**config.mk**
```make
export PLATFORM = sky130hd
export DESIGN_NAME = hud_status
export DESIGN_NICKNAME = d
export VERILOG_FILES = /design/src/rtl/hud_status.sv
export SDC_FILE = /design/constraint.sdc
export NUM_CORES = 2
export LEC_CHECK = 0
export ABC_AREA = 1
export CORE_UTILIZATION = 38
export DETAILED_ROUTE_END_ITERATION = 7
export PLACE_DENSITY = 0.55
export SLEW_MARGIN = 20
export SYNTH_ARGS = -nofsm -noshare
export SYNTH_HDL_FRONTEND = slang
export SYNTH_SLANG_ARGS = --single-unit
```
**constraint.sdc**
```tcl
create_clock -name clk -period 53.1 [get_ports clk]
set_input_delay 7.965 -clock clk [delete_from_list [all_inputs] [get_ports clk]]
set_output_delay 7.965 -clock clk [all_outputs]
set_load 0.05 [all_outputs]
```
**src/rtl/hud_status.sv**
```systemverilog
// hud_status: BCD score and lives state with a HUD overlay renderer.
// Score adds run digit-serially; the pixel output is registered.
module hud_status #(
  parameter int NUM_DIGITS   = 4,
  parameter int MAX_LIVES    = 3,
  parameter int BLINK_FRAMES = 32,
  parameter int HUD_Y        = 20,
  parameter int SCORE_X      = 40,
  parameter int LIVES_X      = 500
) (
  input  logic                             clk,
  input  logic                             rst_n,
  input  logic                             frame_start,
  input  logic [9:0]                       pix_x,
  input  logic [9:0]                       pix_y,
  input  logic [3:0]                       scale,
  input  logic                             game_reset,
  input  logic                             add_valid,
  input  logic [7:0]                       add_bcd,
  output logic                             add_ready,
  input  logic                             life_lost,
  input  logic                             life_gain,
  output logic [$clog2(MAX_LIVES+1)-1:0]   lives,
  output logic                             game_over,
  output logic [4*NUM_DIGITS-1:0]          score_bcd,
  output logic [2:0]                       rgb
);

  localparam int LW = $clog2(MAX_LIVES+1);
  localparam int BW = $clog2(BLINK_FRAMES+1);
  localparam int SW = 4*NUM_DIGITS;
  localparam logic [SW-1:0] NINES = {NUM_DIGITS{4'h9}};

  localparam logic [103:0] SHIP = {
    13'b0000001000000,
    13'b0000011100000,
    13'b0000011100000,
    13'b0111111111110,
    13'b1111111111111,
    13'b1111111111111,
    13'b1111111111111,
    13'b1111111111111
  };

  typedef enum logic [1:0] {
    IDLE,
    ADD,
    COMMIT
  } state_t;

  state_t          state;
  state_t          state_nx;
  logic [SW-1:0]   work;
  logic [SW-1:0]   work_nx;
  logic [7:0]      op;
  logic [2:0]      k;
  logic            carry;
  logic            carry_nx;
  logic [3:0]      cur;
  logic [3:0]      opk;
  logic [4:0]      sum;
  logic [BW-1:0]   blink;
  logic [LW-1:0]   ghost;
  logic            lose;
  logic            gain;
  logic            blink_on;

  function automatic logic [3:0] clamp9(input logic [3:0] n);
    return (n > 4'd9) ? 4'd9 : n;
  endfunction

  function automatic logic [34:0] font(input logic [3:0] c);
    logic [34:0] g;
    case (c)
      4'd0:  g = 35'b01110_10001_10011_10101_11001_10001_01110;
      4'd1:  g = 35'b00100_01100_00100_00100_00100_00100_01110;
      4'd2:  g = 35'b01110_10001_00001_00010_00100_01000_11111;
      4'd3:  g = 35'b11111_00010_00100_00010_00001_10001_01110;
      4'd4:  g = 35'b00010_00110_01010_10010_11111_00010_00010;
      4'd5:  g = 35'b11111_10000_11110_00001_00001_10001_01110;
      4'd6:  g = 35'b00110_01000_10000_11110_10001_10001_01110;
      4'd7:  g = 35'b11111_00001_00010_00100_01000_01000_01000;
      4'd8:  g = 35'b01110_10001_10001_01110_10001_10001_01110;
      4'd9:  g = 35'b01110_10001_10001_01111_00001_00010_01100;
      4'd10: g = 35'b01111_10000_10000_01110_00001_00001_11110;
      4'd11: g = 35'b01110_10001_10000_10000_10000_10001_01110;
      4'd12: g = 35'b01110_10001_10001_10001_10001_10001_01110;
      4'd13: g = 35'b11110_10001_10001_11110_10100_10010_10001;
      4'd14: g = 35'b11111_10000_10000_11110_10000_10000_11111;
      default: g = '0;
    endcase
    return g;
  endfunction

  function automatic logic [9:0] half_mul(input logic [5:0] n,
                                          input logic [9:0] w);
    logic [15:0] p;
    p = {10'd0, n} * {6'd0, w};
    return 10'(p >> 1);
  endfunction

  function automatic logic text_px(input logic [3:0] code,
                                   input logic [9:0] x0,
                                   input logic [9:0] px,
                                   input logic [9:0] s,
                                   input logic [2:0] row);
    logic [9:0]  dx;
    logic [9:0]  col;
    logic [5:0]  sh;
    logic [34:0] g;
    dx  = px - x0;
    col = dx / s;
    sh  = {3'd0, row} * 6'd5 + {3'd0, col[2:0]};
    g   = font(code) << sh;
    return (px >= x0) && (col < 10'd5) && (g >= 35'h4_0000_0000);
  endfunction

  function automatic logic icon_px(input logic [9:0] x0,
                                   input logic [9:0] px,
                                   input logic [9:0] s,
                                   input logic [2:0] row);
    logic [9:0]   dx;
    logic [9:0]   col;
    logic [6:0]   sh;
    logic [103:0] g;
    dx  = px - x0;
    col = dx / s;
    sh  = {4'd0, row} * 7'd13 + {3'd0, col[3:0]};
    g   = SHIP << sh;
    return (px >= x0) && (col < 10'd13) && (g >= {1'b1, 103'd0});
  endfunction

  // add FSM state register; game_reset aborts any add in flight
  always_ff @(posedge clk) begin
    if (!rst_n || game_reset) state <= IDLE;
    else                      state <= state_nx;
  end

  // add FSM next state and handshake
  always_comb begin
    state_nx  = state;
    add_ready = 1'b0;
    unique case (state)
      IDLE: begin
        add_ready = 1'b1;
        if (add_valid) state_nx = ADD;
      end
      ADD:     if (k == 3'(NUM_DIGITS-1)) state_nx = COMMIT;
      COMMIT:  state_nx = IDLE;
      default: state_nx = IDLE;
    endcase
  end

  // one BCD digit of work + operand per cycle, saturating on final carry
  always_comb begin
    cur      = 4'(work >> {k, 2'b00});
    opk      = (k == 3'd0) ? op[3:0] : (k == 3'd1) ? op[7:4] : 4'd0;
    sum      = {1'b0, cur} + {1'b0, opk} + {4'd0, carry};
    work_nx  = work;
    carry_nx = 1'b0;
    if (sum > 5'd9) begin
      work_nx[{k, 2'b00} +: 4] = 4'(sum - 5'd10);
      carry_nx = 1'b1;
    end else begin
      work_nx[{k, 2'b00} +: 4] = sum[3:0];
    end
    if (carry_nx && k == 3'(NUM_DIGITS-1)) work_nx = NINES;
  end

  // score datapath: latch operand, accumulate, commit whole result at once
  always_ff @(posedge clk) begin
    if (!rst_n || game_reset) begin
      score_bcd <= '0;
      work      <= '0;
      op        <= '0;
      k         <= '0;
      carry     <= 1'b0;
    end else begin
      unique case (state)
        IDLE: if (add_valid) begin
          op    <= {clamp9(add_bcd[7:4]), clamp9(add_bcd[3:0])};
          work  <= score_bcd;
          k     <= '0;
          carry <= 1'b0;
        end
        ADD: begin
          work  <= work_nx;
          carry <= carry_nx;
          k     <= k + 3'd1;
        end
        COMMIT:  score_bcd <= work;
        default: ;
      endcase
    end
  end

  assign lose = life_lost && !life_gain && (lives != '0);
  assign gain = life_gain && !life_lost && (lives != LW'(MAX_LIVES));
  assign blink_on = (blink != '0) && blink[2];

  // lives counter, game_over flag and lost-icon blink timer
  always_ff @(posedge clk) begin
    if (!rst_n || game_reset) begin
      lives     <= LW'(MAX_LIVES);
      game_over <= 1'b0;
      blink     <= '0;
      ghost     <= '0;
    end else begin
      game_over <= (lives == '0);
      if (lose) begin
        lives <= lives - LW'(1);
        ghost <= lives - LW'(1);
        blink <= BW'(BLINK_FRAMES);
      end else if (gain) begin
        lives <= lives + LW'(1);
        blink <= '0;
      end else if (frame_start && blink != '0) begin
        blink <= blink - BW'(1);
      end
    end
  end

  logic [9:0] s10;
  logic [9:0] cw;
  logic [9:0] sw;
  logic [9:0] dy;
  logic [9:0] row_n;
  logic [2:0] row3;
  logic       in_band;
  logic [3:0] nd;
  logic       lbl;
  logic       dig;
  logic       icn;

  assign s10     = (scale == 4'd0) ? 10'd1 : {6'd0, scale};
  assign cw      = s10 * 10'd5;
  assign sw      = s10 * 10'd13;
  assign dy      = pix_y - 10'(HUD_Y);
  assign row_n   = dy / s10;
  assign row3    = row_n[2:0];
  assign in_band = pix_y >= 10'(HUD_Y);

  // number of digits shown: up to the most significant nonzero one
  always_comb begin
    nd = 4'd1;
    for (int d = 0; d < NUM_DIGITS; d++)
      if (score_bcd[4*d +: 4] != 4'd0) nd = 4'(d + 1);
  end

  // per-pixel hit tests for label, digits and life icons
  always_comb begin
    lbl = 1'b0;
    dig = 1'b0;
    icn = 1'b0;
    for (int i = 0; i < 5; i++)
      lbl = lbl | text_px(4'(10 + i),
                          10'(SCORE_X) + half_mul(6'(3 * i), cw),
                          pix_x, s10, row3);
    if (pix_x >= 10'(SCORE_X) + half_mul(6'd15, cw) &&
        pix_x <  10'(SCORE_X) + half_mul(6'd16, cw) &&
        (row3 == 3'd2 || row3 == 3'd5))
      lbl = 1'b1;
    for (int j = 0; j < NUM_DIGITS; j++)
      dig = dig | ((4'(j) < nd) &&
                   text_px(4'(score_bcd >> {nd - 4'(j) - 4'd1, 2'b00}),
                           10'(SCORE_X) + half_mul(6'(17 + 3 * j), cw),
                           pix_x, s10, row3));
    for (int i = 0; i < MAX_LIVES; i++)
      icn = icn | (((LW'(i) < lives) || (blink_on && LW'(i) == ghost)) &&
                   icon_px(10'(LIVES_X) + half_mul(6'(3 * i), sw),
                           pix_x, s10, row3));
    lbl = lbl && in_band && (row_n < 10'd7);
    dig = dig && in_band && (row_n < 10'd7);
    icn = icn && in_band && (row_n < 10'd8);
  end

  // registered pixel: icons over label over digits
  always_ff @(posedge clk) begin
    if (!rst_n)    rgb <= 3'b000;
    else if (icn)  rgb <= 3'b100;
    else if (lbl)  rgb <= 3'b111;
    else if (dig)  rgb <= 3'b010;
    else           rgb <= 3'b000;
  end

endmodule

```
Yosys cells after proc, flatten, opt, wreduce, memory -nomap -nowiden
Memory sizes are Yosys's and may differ from the RTL's. Index checks and enable logic that the tools add are counted.

Register bits after elaboration: 60. Bits in latches: 0. Memory bits (writable): 0. Memory bits (read-only): 2240. Output and inout port bits: 23. Word-level logic and storage cells: 295. Memories: 4.

Add/subtract/negate cells: 51. $mul: 15. Div/mod/pow operators: 13. Order comparisons: 51. Equality and inequality tests: 11. Shifts and indexed selects: 20. Multiplexer cells: 32. Bitwise logic cells: 10. Reduce and logical (&&, ||, !) cells: 75.

Memories: (no name shown) (depth 16, bits a word 35, read ports 1, clocked after memory_dff 0, wr ports 0, line 74) `case (c)`; (no name shown) (depth 16, bits a word 35, read ports 1, clocked after memory_dff 0, wr ports 0, line 74); (no name shown) (depth 16, bits a word 35, read ports 1, clocked after memory_dff 0, wr ports 0, line 74); (no name shown) (depth 16, bits a word 35, read ports 1, clocked after memory_dff 0, wr ports 0, line 74).

Operator list (number): 35-bit greater-or-equal comparator (second input constant) (9); 104-bit greater-or-equal comparator (second input constant) (3); 98-bit by 7-bit left shift with 104-bit output (first input constant) (3); 35-bit by 6-bit left shift with 35-bit output (4); 10-bit by 10-bit divider with 10-bit output (13); 34-bit by 6-bit left shift with 35-bit output (first input constant) (3); 10-bit greater-or-equal comparator (10); 10-bit by 3-bit < comparator with 1-bit output (second input constant) (10); 10-bit subtractor (9); 6-bit by 10-bit adder with 10-bit output (first input constant) (8); 35-bit by 6-bit left shift with 35-bit output (first input constant) (2); 16-bit by 6-bit right shift with 4-bit output (4); 6-bit by 3-bit adder with 6-bit output (9); 1-bit logical AND (49); 16-bit 2-to-1 mux (3); 10-bit by 4-bit < comparator with 1-bit output (second input constant) (4); 16-bit bitwise mux (2); 16-bit one-hot mux with 2 select lines (1); 4-bit by 7-bit variable part select with 16-bit output (2); 4-bit 2-to-1 mux (7); 2-bit by 7-bit multiplier with 9-bit output (first input constant) (3); 4-bit by 7-bit multiplier with 11-bit output (first input constant) (2); 5-bit by 7-bit multiplier with 11-bit output (first input constant) (2); 7-bit by 4-bit adder with 7-bit output (3); 67 further kinds (113).

Logic depth before layout (Yosys ltp)
Depth in word-level cells: 20. Mapped depth: 150. Mapped depth without buffers: 143.

Worst setup path after synthesis
Ideal clock, no wire load.

Path kind: input to register. Start: input scale[2]. End: register rgb[0]. Library setup time: 65 ps. Arrival: 32342 ps. Required time: 53035 ps. Path slack: 20694 ps. Stages on the path: 126. Buffers on the path: 2. Path through: inv_1 > ha_1 > buf_6 > inv_4 > nor2_8 > buf_2 > nor2_1 > inv_1 > ha_1 > inv_1 > ha_1 > inv_1 > fa_1 > o31ai_1 > inv_1 > nor2_1 > inv_1 > nand2_1 > (+90 left out) > nor2_1 > nand3_1 > ha_1 > fa_1 > nand2_1 > a21oi_1 > xor2_1 > o31ai_1 > mux2_2 > o311ai_0 > o21ai_0 > a2111oi_0 > a21oi_1 > nand2_1 > nor2_1 > nand2_1 > inv_1 > nor2_1.

Word-level cells in the longest chain between the ends: 19. Elaborated cells on any way between the ends: 115. Classes of those cells: 22 x add/sub; 11 x mul; 9 x div; 26 x order compare; 2 x eq/ne; 8 x shift; 3 x mux; 6 x bitwise; 28 x reduce/logical.

RTL lines: start: declaration (line 16) `input logic [3:0] scale,`; 4-bit logical NOT (line 235) `assign s10 = (scale == 4'd0) ? 10'd1 : {6'd0, scale};`; 4-bit 2-to-1 mux * (line 235); parallel branches: the longest is 17 deep, another holds 104-bit greater-or-equal comparator; end signal: assignment (line 281) `else if (lbl) rgb <= 3'b111;`; end signal: assignment (line 282) `else if (dig) rgb <= 3'b010;`; end signal: assignment (line 283) `else rgb <= 3'b000;`; end: declaration (line 26) `output logic [2:0] rgb`.

Every way passes the cells marked *. A chain may end at the register's enable or synchronous reset.

Final worst setup path
Start: input scale[2]. End: register rgb[1].

Word-level cells in the longest chain between the ends: 19. Elaborated cells on any way between the ends: 169. Classes of those cells: 34 x add/sub; 15 x mul; 13 x div; 38 x order compare; 2 x eq/ne; 12 x shift; 4 x mux; 9 x bitwise; 42 x reduce/logical.

RTL lines (line): 4-bit logical NOT (235); 4-bit 2-to-1 mux * (235); parallel branches: the longest is 17 deep, another holds 104-bit greater-or-equal comparator.

Marked as above.

==> flow_summary.yaml <==
routing:
  drt_iter0_markers: 3010
  detail_route.wl_per_cell_um: 16.0
  viasPerCell: 5.27
  drt_first_pass_iters: 6
  routed_wl_um: 135000
  routed-via-count: 44400
  drc_errors: 0
  antenna_left: 0
logic_synthesis:
  synth_edf_count: 0
  ys_types: 79
  netlist_instances: 6980
  synth_area_um2: 41400
  yosysWarnings: 0
  async_flop_share_pct: 0
  ys_seq_elements: 60
  ys_seq_area_share_pct: 2.90
  yosysTopAreaCell: "ha_1"
  synth_area_leaders: "ha_1 (22%), nand2_1 (15%), inv_1 (9.6%)"
  avgSynthCellArea_um2: 5.94
  synth_commonest_cells: "nand2_1 (1690), inv_1 (1056), ha_1 (724)"
  post-synth-top-count-cell: "nand2_1"
  synth.top_cell.area_share_pct: 21.9
  synth_top_flop_cell: "dfxtp_1"
  syn-num-nets: 7789
worst_setup_path:
  reg2reg_slack_ps: 46920
  worst_ep_arrival_time_ps: 33330
  r2r-start: "score_bcd[12]"
  path_class: "input pin to flop"
  cp_slowest_cell: "nor2_1"
  critical_path_peak_fanout: 42
  crit_end: "rgb[1]"
  critPathMostFrequentCell: "nand2_1"
  crit_required_ps: 53410
  reg2reg_depth: 24
  cp-start-kind: "input pin"
  endpoint_kind: "flop"
  critPathMaxStageDelay_ps: 830
  crit_path_start: "scale[2]"
  r2r_end: "rgb[1]"
sta:
  layout_min_cycle_time_ps: 33030
  tns_ps: 0
  slew_viol_final: 0
  worst_pin_slew_ps: 1070
  setup_viol: 0
  rsz0062_at_grt: "false"
  finalHoldViolCount: 0
  finalCritPeriodShare_pct: 62.2
  max_freq_mhz: 30.3
  finalClockSkew_ps: 25.5
  timing.slew.headroom_pct: 28.6
cts:
  clock-root-buffer: "clkbuf_16"
  clk_path_buf_depth: 2
  cts_made_buffers: 9
  clock_latency_ps: 370
  clkTransAtPathRegs_ps: 70
  cts.sinks: 60
  cts_tree: "built"
  post-cts-setup-buffers: 0
  cts_hold_repair.buffers: 0
  ctsResizeCount: 0
  htree_levels: 3
global_route:
  grt_overflow_total: 0
  grt_max_degree: 50
  grtUsageTotal_pct: 23.7
  grt_pass1_vias: 40800
  antenna_found_initial: 4
  grt_first_pass_wirelength_um: 215000
cells_and_area:
  drive_gt1_share_pct: 5.62
  final_nets: 7838
  num_antenna_cells: 0
  syn2layout_area_growth_pct: 6.59
worst_hold_path:
  hold_depth: 2
  hold_path_class: "flop to flop"
job:
  cap_viol_max_count: 0
placed_design:
  dp_hpwl_um: 108000
  routabilityCongestion: 0.934
  io_buffer_count: 61
run_status:
  status: "complete, no violations"
die:
  rows: 120
  num_io_pins: 62
  core-area_um2: 108000
  die_h_um: 332
  dieArea_um2: 110000
  initial_core_util_pct: 38.5
  die_w_um: 332
-- per-stage QoR --
| step | util (%) | instances | hold WS (ps) | area [um^2] | worst slack, ps |
|---|---|---|---|---|---|
| final | 41.0 | 8437 | 459 | 44200 | 20070 |
| after global routing | 41.0 | 8437 | 504 | 44200 | 17570 |
| after CTS | 41.0 | 8437 | 462 | 44200 | 20080 |
| after detailed placement | 40.8 | 8421 | 455 | 43900 | 19780 |
| after global placement | 40.8 | 8421 | 452 | 43900 | 20090 |
| after floorplan | - | 6980 | 430 | 41400 | 20690 |
-- flip-flops by register name, indices dropped and copies added, names as in the netlist --
signal and flops:
ghost 2, game_over 1, work 16, rgb 3
lives 2, score_bcd 16, k 3, blink 6
state 2, op 8, carry 1
-- cell families after synthesis --
| group | share of synthesized area, % |
|---|---|
| DFF | 2.90 |
| adders and majority gates | 24.1 |
| buffers and inverters | 10.9 |
| and+or+nand+nor | 36.1 |
| xor gates and xnor gates | 8.50 |
| AOI/OAI and AO/OA | 17.5 |
| muxes | 0.0543 |
-- metal layers --
layer | track usage (%) | part of all wire (%) | vias up | routed length [um]
met4 | 4.21 | 1.8 | 2 | 2390
met5 | 0 | 0.0097 | - | 13
li1 | - | - | 23300 | -
met2 | 40.6 | 46 | 959 | 61300
met1 | 32.8 | 48 | 20000 | 64900
met3 | 1.42 | 4.5 | 140 | 6040
-- critical path, delay by kind of cell --
family / cells / cell delay (ps)
XOR/XNOR: 1 / 170
AO/OA/AOI/OAI: 39 / 6510
adder cells (fa/ha/maj): 17 / 5450
buffers and inverters: 22 / 3850
AND/OR/NAND/NOR: 57 / 9330
-- cells in the final DEF, fill, tap and decap left out, drive strengths merged, types with 22 or more instances in the layout --
cell type,Yosys,final
a21o,35,35
a21oi,376,376
a31oi,26,26
buf,20,44
clkdlybuf4s50,0,61
clkinv,20,22
dfxtp,60,60
fa,46,46
ha,724,724
inv,1097,1098
nand2,1774,1774
nand3,568,568
nand3b,44,44
nand4,136,136
nor2,610,610
nor3,90,90
nor4,23,23
o211ai,38,38
o21ai,516,516
o21bai,91,91
o31ai,31,31
or2,53,53
xnor2,112,112
xor2,290,290
-- area by class of cell --
| cell class | count | area [um^2] |
|---|---|---|
| fillers | 11600 | 63500 |
| multi-input cells | 5736 | 35800 |
| inverters | 1117 | 4210 |
| well taps | 1403 | 1760 |
| flip-flops and latches | 60 | 1200 |
| repair buffers | 105 | 953 |
| clock buffers | 11 | 233 |
| clock inverters | 5 | 37.5 |
-- how the worst min path moves through the flow --
stage / startpoint / to
floorplan: op[3] / op[3]
global placement: op[3] / op[3]
detailed placement: op[3] / op[3]
CTS: op[3] / op[3]
global route: op[1] / op[1]
finish: op[3] / op[3]
Power is left out: the tool's default activity adds up to more than one toggle a clock period on the data nets, which glitch-free logic cannot reach.
